--- config.mk ---
export PLATFORM = sky130hd
export DESIGN_NAME = mem_stage
export DESIGN_NICKNAME = d
export VERILOG_FILES = /design/src/rtl/pipe_pkg.sv /design/src/rtl/load_extend.sv /design/src/rtl/mem_stage.sv
export SDC_FILE = /design/constraint.sdc
export NUM_CORES = 1
export LEC_CHECK = 0
export ABC_AREA = 1
export BUFFER_PORTS_ARGS = -buffer_cell sky130_fd_sc_hd__buf_4
export CAP_MARGIN = 20
export CORE_MARGIN = 3
export CORE_UTILIZATION = 30
export CTS_BUF_LIST = sky130_fd_sc_hd__clkbuf_16
export DETAILED_ROUTE_END_ITERATION = 6
export GPL_TIMING_DRIVEN = 0
export MAX_ROUTING_LAYER = met4
export SYNTH_ARGS = -nofsm -noshare
export SYNTH_HDL_FRONTEND = slang
export SYNTH_SLANG_ARGS = --single-unit
--- constraint.sdc ---
create_clock -name clk -period 7.5 [get_ports clk]
set_input_delay 1.125 -clock clk [delete_from_list [all_inputs] [get_ports clk]]
set_output_delay 1.125 -clock clk [all_outputs]
set_load 0.02 [all_outputs]
--- src/rtl/pipe_pkg.sv ---
// Shared pipeline definitions: load-op bit positions, execute-to-memory
// field widths and the default data-path width.
package pipe_pkg;

    localparam int DATA_W_DEF = 32;

    // Execute-to-memory field widths
    localparam int PC_W    = 32;
    localparam int DEST_W  = 5;
    localparam int LD_OP_W = 5;

    // Bit positions inside ld_op = {ld_b, ld_bu, ld_h, ld_hu, ld_w}
    localparam int LD_B  = 4;
    localparam int LD_BU = 3;
    localparam int LD_H  = 2;
    localparam int LD_HU = 1;
    localparam int LD_W  = 0;

endpackage

--- src/rtl/load_extend.sv ---
// Combinational load-data extraction: selects the byte/halfword addressed
// by addr_i inside rdata_i and sign- or zero-extends it to DATA_W bits.
module load_extend
    import pipe_pkg::*;
#(
    parameter int DATA_W = DATA_W_DEF
) (
    input  logic [LD_OP_W-1:0] ld_op_i,
    input  logic [1:0]         addr_i,
    input  logic [DATA_W-1:0]  rdata_i,
    output logic [DATA_W-1:0]  result_o
);

    logic [7:0]  byte_sel;
    logic [15:0] half_sel;

    // Pick the addressed byte and halfword lanes out of the word
    always_comb begin
        case (addr_i)
            2'd0:    byte_sel = rdata_i[7:0];
            2'd1:    byte_sel = rdata_i[15:8];
            2'd2:    byte_sel = rdata_i[23:16];
            default: byte_sel = rdata_i[31:24];
        endcase
        half_sel = addr_i[1] ? rdata_i[31:16] : rdata_i[15:0];
    end

    // Extend the selected lane according to the one-hot load type
    always_comb begin
        result_o = '0;
        if (ld_op_i[LD_B]) begin
            result_o = {{(DATA_W-8){byte_sel[7]}}, byte_sel};
        end else if (ld_op_i[LD_BU]) begin
            result_o = {{(DATA_W-8){1'b0}}, byte_sel};
        end else if (ld_op_i[LD_H]) begin
            result_o = {{(DATA_W-16){half_sel[15]}}, half_sel};
        end else if (ld_op_i[LD_HU]) begin
            result_o = {{(DATA_W-16){1'b0}}, half_sel};
        end else if (ld_op_i[LD_W]) begin
            result_o = rdata_i;
        end
    end

endmodule

--- src/rtl/mem_stage.sv ---
// Memory stage of the 5-stage pipeline. Holds one instruction from execute,
// waits for the data-SRAM response of any request execute issued, buffers a
// response that arrives while write-back stalls, and discards responses that
// belong to flushed instructions (tracked by drop_cnt).
// Optional: define MS_STALL_CNT_EN to add the ms_stall_cnt output.
//
// Handshake: an instruction moves from execute into this stage on a clock
// edge where es_to_ms_valid & ms_allowin, and leaves to write-back on an edge
// where ms_to_ws_valid & ws_allowin. valid never depends on the consumer's
// allowin except through the shared flush.
module mem_stage
    import pipe_pkg::*;
#(
    parameter int DATA_W     = DATA_W_DEF,
    parameter int DROP_CNT_W = 2
) (
    input  logic                clk,
    input  logic                reset,
    input  logic                es_to_ms_valid,
    output logic                ms_allowin,
    input  logic [PC_W-1:0]     es_pc,
    input  logic [DATA_W-1:0]   es_result,
    input  logic [DEST_W-1:0]   es_dest,
    input  logic                es_gr_we,
    input  logic                es_res_from_mem,
    input  logic [LD_OP_W-1:0]  es_ld_op,
    input  logic                es_req_sent,
    input  logic                es_ex,
    input  logic                es_ertn,
    input  logic                es_refetch,
    input  logic                data_sram_data_ok,
    input  logic [DATA_W-1:0]   data_sram_rdata,
    input  logic                ws_allowin,
    input  logic                wb_flush,
    output logic                ms_to_ws_valid,
    output logic [PC_W-1:0]     ms_pc,
    output logic [DATA_W-1:0]   ms_final_result,
    output logic [DEST_W-1:0]   ms_dest,
    output logic                ms_gr_we,
    output logic                ms_ex_out,
    output logic                ms_ertn_out,
    output logic                ms_refetch_out,
`ifdef MS_STALL_CNT_EN
    output logic [31:0]         ms_stall_cnt,
`endif
    output logic                ms_fwd_busy
);

    localparam logic [DROP_CNT_W-1:0] DROP_MAX = '1;

    // Instruction state
    logic                ms_valid_q,   ms_valid_d;
    logic [PC_W-1:0]     pc_q,         pc_d;
    logic [DATA_W-1:0]   result_q,     result_d;
    logic [DEST_W-1:0]   dest_q,       dest_d;
    logic                gr_we_q,      gr_we_d;
    logic                from_mem_q,   from_mem_d;
    logic [LD_OP_W-1:0]  ld_op_q,      ld_op_d;
    logic                req_r_q,      req_r_d;
    logic                ex_q,         ex_d;
    logic                ertn_q,       ertn_d;
    logic                refetch_q,    refetch_d;

    // Response buffer and orphan-response counter
    logic                buf_valid_q,  buf_valid_d;
    logic [DATA_W-1:0]   buf_data_q,   buf_data_d;
    logic [DROP_CNT_W-1:0] drop_cnt_q, drop_cnt_d;

    logic                drop_zero;
    logic                ms_ready_go;
    logic                ms_capture;
    logic                ms_leave;
    logic                rsp_accept;
    logic                drop_inc;
    logic                drop_dec;
    logic [DATA_W-1:0]   rdata_sel;
    logic [DATA_W-1:0]   ld_data;

    assign drop_zero   = (drop_cnt_q == '0);
    assign ms_ready_go = ~req_r_q | buf_valid_q | (data_sram_data_ok & drop_zero);
    assign ms_allowin  = ~ms_valid_q | (ms_ready_go & ws_allowin);
    assign ms_to_ws_valid = ms_valid_q & ms_ready_go & ~wb_flush;
    assign ms_leave    = ms_to_ws_valid & ws_allowin;
    assign ms_capture  = es_to_ms_valid & ms_allowin;

    // A response belongs to the resident instruction only when no orphans are pending
    assign rsp_accept  = data_sram_data_ok & drop_zero & ms_valid_q & req_r_q & ~buf_valid_q;
    assign drop_dec    = data_sram_data_ok & ~drop_zero;
    // A flushed instruction leaves an orphan unless its response was already
    // buffered or is being consumed in this very cycle.
    assign drop_inc    = wb_flush & ms_valid_q & req_r_q & ~buf_valid_q
                         & ~(data_sram_data_ok & drop_zero);

    // Next-state for the resident instruction, buffer and discard counter
    always_comb begin
        ms_valid_d  = ms_valid_q;
        pc_d        = pc_q;
        result_d    = result_q;
        dest_d      = dest_q;
        gr_we_d     = gr_we_q;
        from_mem_d  = from_mem_q;
        ld_op_d     = ld_op_q;
        req_r_d     = req_r_q;
        ex_d        = ex_q;
        ertn_d      = ertn_q;
        refetch_d   = refetch_q;
        buf_valid_d = buf_valid_q;
        buf_data_d  = buf_data_q;
        drop_cnt_d  = drop_cnt_q;

        if (wb_flush) begin
            ms_valid_d = 1'b0;
        end else if (ms_allowin) begin
            ms_valid_d = es_to_ms_valid;
        end

        if (ms_capture) begin
            pc_d       = es_pc;
            result_d   = es_result;
            dest_d     = es_dest;
            gr_we_d    = es_gr_we;
            from_mem_d = es_res_from_mem;
            ld_op_d    = es_ld_op;
            req_r_d    = es_req_sent;
            ex_d       = es_ex;
            ertn_d     = es_ertn;
            refetch_d  = es_refetch;
        end

        if (wb_flush || ms_leave) begin
            buf_valid_d = 1'b0;
        end else if (rsp_accept) begin
            buf_valid_d = 1'b1;
            buf_data_d  = data_sram_rdata;
        end

        case ({drop_inc, drop_dec})
            2'b10:   drop_cnt_d = (drop_cnt_q == DROP_MAX) ? DROP_MAX : drop_cnt_q + 1'b1;
            2'b01:   drop_cnt_d = drop_cnt_q - 1'b1;
            default: drop_cnt_d = drop_cnt_q;
        endcase
    end

    // Stage registers
    always_ff @(posedge clk or posedge reset) begin
        if (reset) begin
            ms_valid_q  <= 1'b0;
            pc_q        <= '0;
            result_q    <= '0;
            dest_q      <= '0;
            gr_we_q     <= 1'b0;
            from_mem_q  <= 1'b0;
            ld_op_q     <= '0;
            req_r_q     <= 1'b0;
            ex_q        <= 1'b0;
            ertn_q      <= 1'b0;
            refetch_q   <= 1'b0;
            buf_valid_q <= 1'b0;
            buf_data_q  <= '0;
            drop_cnt_q  <= '0;
        end else begin
            ms_valid_q  <= ms_valid_d;
            pc_q        <= pc_d;
            result_q    <= result_d;
            dest_q      <= dest_d;
            gr_we_q     <= gr_we_d;
            from_mem_q  <= from_mem_d;
            ld_op_q     <= ld_op_d;
            req_r_q     <= req_r_d;
            ex_q        <= ex_d;
            ertn_q      <= ertn_d;
            refetch_q   <= refetch_d;
            buf_valid_q <= buf_valid_d;
            buf_data_q  <= buf_data_d;
            drop_cnt_q  <= drop_cnt_d;
        end
    end

    // Buffered data takes precedence over the live SRAM bus
    assign rdata_sel = buf_valid_q ? buf_data_q : data_sram_rdata;

    load_extend #(
        .DATA_W (DATA_W)
    ) u_load_extend (
        .ld_op_i  (ld_op_q),
        .addr_i   (result_q[1:0]),
        .rdata_i  (rdata_sel),
        .result_o (ld_data)
    );

    assign ms_pc           = pc_q;
    assign ms_dest         = dest_q;
    assign ms_final_result = from_mem_q ? ld_data : result_q;
    assign ms_gr_we        = ms_valid_q & gr_we_q;
    assign ms_ex_out       = ms_valid_q & ex_q;
    assign ms_ertn_out     = ms_valid_q & ertn_q;
    assign ms_refetch_out  = ms_valid_q & refetch_q;
    assign ms_fwd_busy     = ms_valid_q & from_mem_q & ~ms_ready_go;

`ifdef MS_STALL_CNT_EN
    logic [31:0] stall_cnt_q;

    // Count cycles a valid instruction sits waiting for its response
    always_ff @(posedge clk or posedge reset) begin
        if (reset) begin
            stall_cnt_q <= '0;
        end else if (ms_valid_q && !ms_ready_go) begin
            stall_cnt_q <= stall_cnt_q + 32'd1;
        end
    end

    assign ms_stall_cnt = stall_cnt_q;
`endif

    // More orphan responses than the counter can track is a protocol error
    drop_cnt_overflow_a: assert property (
        @(posedge clk) disable iff (reset)
        !(drop_inc && !drop_dec && drop_cnt_q == DROP_MAX)
    );

endmodule

# Word-level counts from Yosys, hierarchy flattened
# Cells that the tools add are included.
dict set report totals {
  ff_bits 116
  in_bits 118
  wordCells 74
}
dict set report op_classes {
  add_sub_neg 2
  eq_ne 5
  n_mux 15
  n_bitwise 31
  n_reduce_logical 7
}
# op count
set ops {}
lappend ops {{32-bit two-way mux} 7}
lappend ops {{8-bit one-hot mux with 3 select lines} 1}
lappend ops {{1-bit AND} 20}
lappend ops {{16-bit two-way mux} 1}
lappend ops {{1-bit inverter} 8}
lappend ops {{2-bit == test, second input constant} 3}
lappend ops {{2-bit nonzero test} 3}
lappend ops {{2-bit by 1-bit == test with 1-bit output, second input constant} 2}
lappend ops {{2-bit zero test} 2}
lappend ops {{1-bit two-way mux} 4}
lappend ops {{2-bit one-hot mux with 2 select lines} 1}
lappend ops {{1-bit bitwise OR} 3}
lappend ops {{2-bit by 1-bit adder with 2-bit output, second input constant} 1}
lappend ops {{2-bit two-way mux} 1}
lappend ops {{2-bit AND reduction} 1}
lappend ops {{2-bit by 1-bit subtractor with 2-bit output, second input constant} 1}
lappend ops {{1-bit logical OR} 1}

# Depth between registers and ports, before layout
# Gate-level depths: netlist of the first run.
dict set report depth {
  depth_word 9
  mapped_depth 12
}

# Modules after synthesis
# A second synthesis of the first run with hierarchy kept.
dict set report hier_totals {
  cells_unflattened 1019
  area_unflattened_um2 7243.2
}
# mod instances cells_each area_per_inst_um2 seq_area_each_um2
set by_module_without_submodules {}
lappend by_module_without_submodules {mem_stage 1 743 5964.5 2902.8}
lappend by_module_without_submodules {load_extend 1 276 1278.7 0.0}

# Least setup slack after synthesis of the first run
# Ideal clock, no wire load.
dict set report synth_timing {
  path_kind {input to output}
  from {in data_sram_rdata[7]}
  to {out ms_final_result[10]}
  arrival_time_ps 2011
  path_slack_ps 4364
  cell_stages 7
  n_path_buf 1
  cell_sequence {inv_1 nand2_4 nand3_2 nand4_2 nand2_4 buf_6 a21oi_1}
}
dict set report synth_between {
  elab_chain_cells 4
}
# item line
set synth_lines {}
lappend synth_lines {{start, declared} mem_stage.sv:32} ;# input logic [DATA_W-1:0] data_sram_rdata,
lappend synth_lines {{32-bit two-way mux} mem_stage.sv:180} ;# assign rdata_sel = buf_valid_q ? buf_data_q : data_sram_rdata;
lappend synth_lines {{8-bit one-hot mux with 3 select lines} load_extend.sv:19} ;# case (addr_i)
lappend synth_lines {{32-bit two-way mux} load_extend.sv:31} ;# if (ld_op_i[LD_B]) begin
lappend synth_lines {{32-bit two-way mux} mem_stage.sv:193} ;# assign ms_final_result = from_mem_q ? ld_data : result_q;
lappend synth_lines {{end, declared} mem_stage.sv:37} ;# output logic [DATA_W-1:0] ms_final_result,
# Every way passes these cells.

# Final worst setup path of the first run
dict set report layout_timing {
  from {reg result_q[1]}
  to {out ms_final_result[6]}
}
dict set report layout_between {
  elab_chain_cells 6
  word_cells_on_any_way 10
  classes_between {eq/ne (2); mux (7); reduce/logical (1)}
}
# item line
set layout_lines {}
lappend layout_lines {{start, declared} mem_stage.sv:54} ;# logic [DATA_W-1:0] result_q, result_d;
lappend layout_lines {{start signal, assigned} mem_stage.sv:164} ;# result_q <= result_d;
lappend layout_lines {{16-bit two-way mux} load_extend.sv:25} ;# half_sel = addr_i[1] ? rdata_i[31:16] : rdata_i[15:0];
lappend layout_lines {{32-bit two-way mux} load_extend.sv:37} ;# end else if (ld_op_i[LD_HU]) begin
lappend layout_lines {{32-bit two-way mux} load_extend.sv:35} ;# end else if (ld_op_i[LD_H]) begin
lappend layout_lines {{32-bit two-way mux} load_extend.sv:33} ;# end else if (ld_op_i[LD_BU]) begin
lappend layout_lines {{32-bit two-way mux (*)} load_extend.sv:31}
lappend layout_lines {{32-bit two-way mux (*)} mem_stage.sv:193}
# Mark *: on every way between the ends. The rest lies on a longest branch, timed or not.

==> run metrics, run 1 <==
worst-margin pin slew 0.686 ns; post-synthesis sequential area ratio 0.438; Die Ht 155 um; Primary FF master, synth dfrtp_1; Worst Skew 0.0106 ns; IO Pins 194; Hold Crit Class reg -> reg; synthesized area per cell 7.07 um^2; ranking of synthesized cells by area dfrtp_1, nand2_1, nand3_1; Post-DRT Antenna Nets 0; flop2flop setup slack 5.61 ns; FMAX 0.279 GHz; max_cap viols 0; cell taking the most area after synthesis dfrtp_1; Worst VDD drop 0.000157 V; layout cell share with drive strength beyond 1 0.258; Nets 1271; Gate Count Post-Synth 937; HP Start ms_pc[2]; Initial Utilization 0.310; RSZ-0062 raised after global routing no; initial detailed-routing violation count 547; die area 0.0239 mm^2; setup_tns 0 ns; hold endpoint ms_pc[2]; Synthesized Nets 1058; filler cell count 2295; Routed WL 23.6 mm; post-layout power 0.00256 W; number of hold violations in the final report 0; slew margin rel. 0.538; Post-Syn Area 0.00662 mm^2; Via Count 6829; number of flops mapped to enable cells by yosys 0; Slew Viols, Final 0; chip width 155 um; required time worst endpoint 6.38 ns; clock latency on the worst-skew pair 0.42 ns; fin crit period 3.58 ns; Post-synth ARST share 1.00; Pwr Density 284 mW/mm^2; TritonRoute pass-1 iters 5; r2r startpoint drop_cnt_q[0]; RR Endpoint ms_pc[22]; Rows 53; count leader, synth nand2_1; Post-CTS Setup Repair Bufs 0; global-route wire length before repair 37.0 mm; GRT overflow 0; drt drc 0; Post-DP HPWL 18.1 mm; startpoint types flop; clock root buffer clkbuf_16; vias per cell 4.75; Worst Setup End Kind output port; Total GRT Usage 0.204; clk buf depth 2; Pleak 4.96 nW; initial antenna violation count 0; area grow syn2layout 36.0%; CP Class reg -> out; Hold Slack 0.469 ns; Yosys top cell area share 0.438; Num CTS Buffers 17; r2r worst-path depth 10; FF/Latch Area 0.00290 mm^2; Synth cell types 29; Syn. warnings 0; clk sinks 116; Post-CTS Hold Buffers 0; Core Box Area 0.0214 mm^2; Buffers on Ports 193; Seq cells post-synth 116; fin area 0.00901 mm^2; status finished clean; synth cell count leaders nand2_1, nand3_1, dfrtp_1; largest net degree at the start of global routing 82; Worst Path Max Fanout 10; vias in the first global route 6775; CTS clk-pin slew, worst paths 0.06 ns; area occupied by multi-input gates 0.00310 mm^2; # resized after CTS 0; Crit path arrival time 2.45 ns; hold path cells 2; CTS tree yes; GPL Wtd Cong 0.934; H-tree levels 4; Setup Viol. Count Final 0; DP Area 0.00845 mm^2; detailed-route wire length per cell 16.4 um; crit share post-route 0.477
## power breakdown
part           leakage [nW]  switching [W]  total (W)  internal (W)
clock network         0.266       0.000328   0.000785      0.000457
logic                  3.26       0.000558   0.000910      0.000352
registers              1.43      0.0000858   0.000865      0.000779
total                  4.96       0.000972    0.00256       0.00159
## per-layer routing
metal	track usage	part of all wire	vias to the layer above	wire, um
li1	-	-	3384	-
met1	0.255	0.43	3171	10100
met2	0.324	0.48	236	11300
met3	0.0610	0.076	38	1800
met4	0.0551	0.020	0	471
met5	-	0	-	0
## cell usage in the layout, fill, tap and decap left out, types with 2 or more instances in the layout
master / instances
nand2_2: 2
nand2_4: 2
nand3_1: 130
nor3_1: 2
clkinv_4: 3
clkbuf_16: 17
clkinv_1: 2
nor2_2: 3
inv_2: 2
ha_1: 3
buf_4: 198
a21oi_2: 8
nor2_1: 56
o21ai_2: 16
a21oi_1: 28
buf_6: 14
nand2_1: 407
clkbuf_1: 18
inv_1: 61
dfrtp_1: 116
inv_6: 5
o211ai_1: 2
nand3_2: 4
clkinvlp_4: 3
buf_1: 4
clkinv_2: 2
o21ai_0: 31
buf_2: 15
## worst max-delay path by stage
stage,from,endpoint,slack [ns]
floorplan,reset,buf_data_q[0],3.30
global placement,reset,result_q[26],1.56
detailed placement,data_sram_rdata[17],ms_final_result[17],3.96
CTS,data_sram_rdata[17],ms_final_result[17],3.94
global route,data_sram_rdata[17],ms_final_result[17],3.81
finish,result_q[1],ms_final_result[6],3.92
## final cells by class
| cell class | count | share of cell area |
|---|---|---|
| Antenna cell | 1 | 0.000278 |
| Clock inverter | 15 | 0.0146 |
| Inverter | 65 | 0.0285 |
| Multi-Input combinational cell | 699 | 0.344 |
| Timing Repair Buffer | 194 | 0.164 |
| Sequential cell | 116 | 0.322 |
| Tap cell | 275 | 0.0382 |
| Clock buffer | 17 | 0.0472 |
| Buffer | 57 | 0.0414 |
## through the flow
step,setup WS (ns),cells,utilization
after floorplan,3.30,937,-
after CTS,3.94,1438,0.422
after global placement,1.56,1405,0.394
after detailed placement,3.96,1406,0.396
after global routing,3.81,1438,0.422
final,3.92,1439,0.422
## registers in the layout, indices dropped and copies added, names as in the netlist, 2 cells and up
signal	count
buf_data_q	32
ms_pc	32
result_q	32
ld_op_q	5
ms_dest	5
drop_cnt_q	2
## cells by family (layout without fill, tap and decap cells)
logic type      after synthesis  count (layout)  share of synthesized area
compound gates               86              86                     0.0797
buf+inv                     122             348                     0.0943
flops                       116             116                      0.438
fa+ha+maj                     3               3                    0.00567
simple gates                610             610                      0.382
other cells                   0               1                          0
## critical path, stage by stage (launching register included)
cell and delay [ns]:
dfrtp_1 0.39, inv_1 0.16, buf_1 0.49, nand3_1 0.29, nand3_1 0.16, nand3_1 0.10
nor2_1 0.22, nor2_1 0.07, buf_4 0.16
Note: power is estimated with default switching activity, not from simulation.
==> run 2, diff against run 1 <==
--- a/config.mk
+++ b/config.mk
@@ -5,7 +5,7 @@
 export SDC_FILE = /design/constraint.sdc
 export NUM_CORES = 1
 export LEC_CHECK = 0
-export ABC_AREA = 1
+export ABC_AREA = 0
 export BUFFER_PORTS_ARGS = -buffer_cell sky130_fd_sc_hd__buf_4
 export CAP_MARGIN = 20
 export CORE_MARGIN = 3
==> constraint.sdc (replaced) <==
create_clock -name clk -period 3.4 [get_ports clk]
set_input_delay 0.51 -clock clk [delete_from_list [all_inputs] [get_ports clk]]
set_output_delay 0.51 -clock clk [all_outputs]
set_load 0.02 [all_outputs]
==> run 2 against run 1 <==
Against the previous run: sequential cell count did not move; sequential power rose by 99%; sequential share of layout area rose by 2.4 points; worst setup slack got worse by 3.6 ns; via count fell by 32%; design area fell by 7.0%; critical endpoint is now ms_final_result[27]; highest routed layer unchanged.
==> run metrics, run 2 <==
clk sinks 116 (unchanged); fin crit period 3.06 ns; Worst Setup End Kind output port; H-tree levels 4 (unchanged); clk buf depth 2 (unchanged); Post-DRT Antenna Nets 0 (unchanged); Setup Viol. Count Final 0 (unchanged); RSZ-0062 raised after global routing no; layout cell share with drive strength beyond 1 0.571 (+0.313); post-layout power 0.00494 W (+93%); TritonRoute pass-1 iters 5 (unchanged); Crit path arrival time 2.55 ns (+0.10 ns); vias per cell 4.96 (+4.4%); Pleak 3.82 nW (-23%); Post-synth ARST share 1.00 (unchanged); CTS tree yes; initial detailed-routing violation count 188 (-66%); Total GRT Usage 0.174 (-0.0303); Hold Slack 0.131 ns (-0.337 ns); Nets 791 (-38%); Rows 50 (-5.7%); worst-margin pin slew 0.758 ns (+0.0712 ns); CP Class reg -> out; Die Ht 147 um (-4.8%); detailed-route wire length per cell 19.4 um (+18%); filler cell count 1830 (-20%); Post-CTS Hold Buffers 0 (unchanged); Core Box Area 0.0191 mm^2 (-10%); Hold Crit Class in -> async; area grow syn2layout 40.3%; Worst Path Max Fanout 10 (unchanged); # resized after CTS 0 (unchanged); post-synthesis sequential area ratio 0.486 (+0.0478); Slew Viols, Final 0 (unchanged); Seq cells post-synth 116 (unchanged); Post-CTS Setup Repair Bufs 0 (unchanged); synthesized area per cell 13.1 um^2 (+86%); FMAX 0.326 GHz; most common cell after layout, fill and taps aside buf_4; ranking of synthesized cells by area dfrtp_1, mux2_2, mux4_2; Worst Skew 0.00475 ns (-0.00589 ns); drt drc 0 (unchanged); largest net degree at the start of global routing 35 (-57%); DP Area 0.00781 mm^2 (-7.6%); diode count 0 (-1); fin area 0.00838 mm^2 (-7.0%); crit share post-route 0.901; Syn. warnings 0 (unchanged); Post-Syn Area 0.00597 mm^2 (-9.8%); commonest cells after routing, fill and taps aside buf_4, mux2_2, dfrtp_1; Synthesized Nets 576 (-46%); slew margin rel. 0.490 (-0.0480); Via Count 4673 (-32%); IO Pins 194 (unchanged); Buffers on Ports 193 (unchanged); die area 0.0216 mm^2 (-9.4%); Worst VDD drop 0.000360 V (+130%); synth cell count leaders mux2_2, dfrtp_1, mux2i_1; cell taking the most area after synthesis dfrtp_1; count leader, synth mux2_2; number of flops mapped to enable cells by yosys 0 (unchanged); chip width 147 um (-4.8%); required time worst endpoint 2.89 ns (-3.49 ns); global-route wire length before repair 28.2 mm (-24%); startpoint types flop; Pwr Density 589 mW/mm^2 (+110%); max_cap viols 0 (unchanged); Num CTS Buffers 17 (unchanged); setup_tns 0 ns (unchanged); Yosys top cell area share 0.486 (+0.0478); initial antenna violation count 0 (unchanged); vias in the first global route 5101 (-25%); Primary FF master, synth dfrtp_1; CTS clk-pin slew, worst paths 0.06 ns (about the same); status finished clean; number of hold violations in the final report 0 (unchanged); GRT overflow 0 (unchanged); Gate Count Post-Synth 455 (-51%); Routed WL 18.3 mm (-22%); GPL Wtd Cong 0.839 (-10%); clock root buffer clkbuf_16; Synth cell types 44 (+52%); clock latency on the worst-skew pair 0.41 ns (about the same); Initial Utilization 0.312 (+0.00181); Post-DP HPWL 14.3 mm (-21%)
## run 2: cell families after synthesis
group	Yosys count	synth area share
AND/OR/NAND/NOR	56	0.0507
AO/OA/AOI/OAI	82	0.101
adder cells (fa/ha/maj)	3	0.00629
flip-flops	116	0.486
buffers and inverters	40	0.0425
multiplexers	158	0.314
## run 2: through the flow
stage                     instances  utilization  setup WS [ns]
after CTS                       943        0.438          0.317
after detailed placement        911        0.408          0.788
after global placement          908        0.405          0.712
final                           943        0.438          0.335
after global routing            943        0.438          0.170
after floorplan                 455            -           1.22
## run 2: critical path, stage by stage, from the launching register on
cell	delay [ns]
dfrtp_1	0.34
buf_6	0.16
buf_2	0.28
buf_4	0.28
mux2i_1	0.34
o21ai_0	0.18
a221o_1	0.38
buf_4	0.17
## run 2: per-layer routing
| layer | wire, um | GRT usage |
|---|---|---|
| met1 | 7770 | 0.215 |
| met2 | 8760 | 0.271 |
| met3 | 1550 | 0.0635 |
| met4 | 255 | 0.0443 |
| met5 | 0 | - |
## run 2: area by class of cell
class                   count  area [um^2]  area share
plain buffers              32          224      0.0267
clock buffers              17          425      0.0508
clock inverters            15          141      0.0169
inverters                   8         33.8     0.00403
multi-input cells         299         2820       0.336
flip-flops and latches    116         2900       0.347
well taps                 260          325      0.0388
repair buffers            196         1510       0.180
## run 2: where the power goes
group | switching [W] | internal, W | total, W
clock | 0.000649 | 0.00106 | 0.00171
combinational | 0.000775 | 0.000727 | 0.00150
sequential | 0.000134 | 0.00159 | 0.00172
total | 0.00156 | 0.00338 | 0.00494
## run 2: path summary, 6_finish.rpt
path / slack, ns / from / cells past startpoint / end
setup / recovery: 0.34 / buf_valid_q / 7 / ms_final_result[27]
hold / removal: 0.13 / reset / 2 / ms_pc[1]
setup reg to reg: 1.03 / drop_cnt_q[0] / 7 / result_q[2]
hold reg to reg: 0.50 / ms_pc[30] / 1 / ms_pc[30]
max in group asynchronous: 2.48 / reset / 4 / result_q[2]
min in group clk: 0.30 / wb_flush / 2 / ms_valid_q
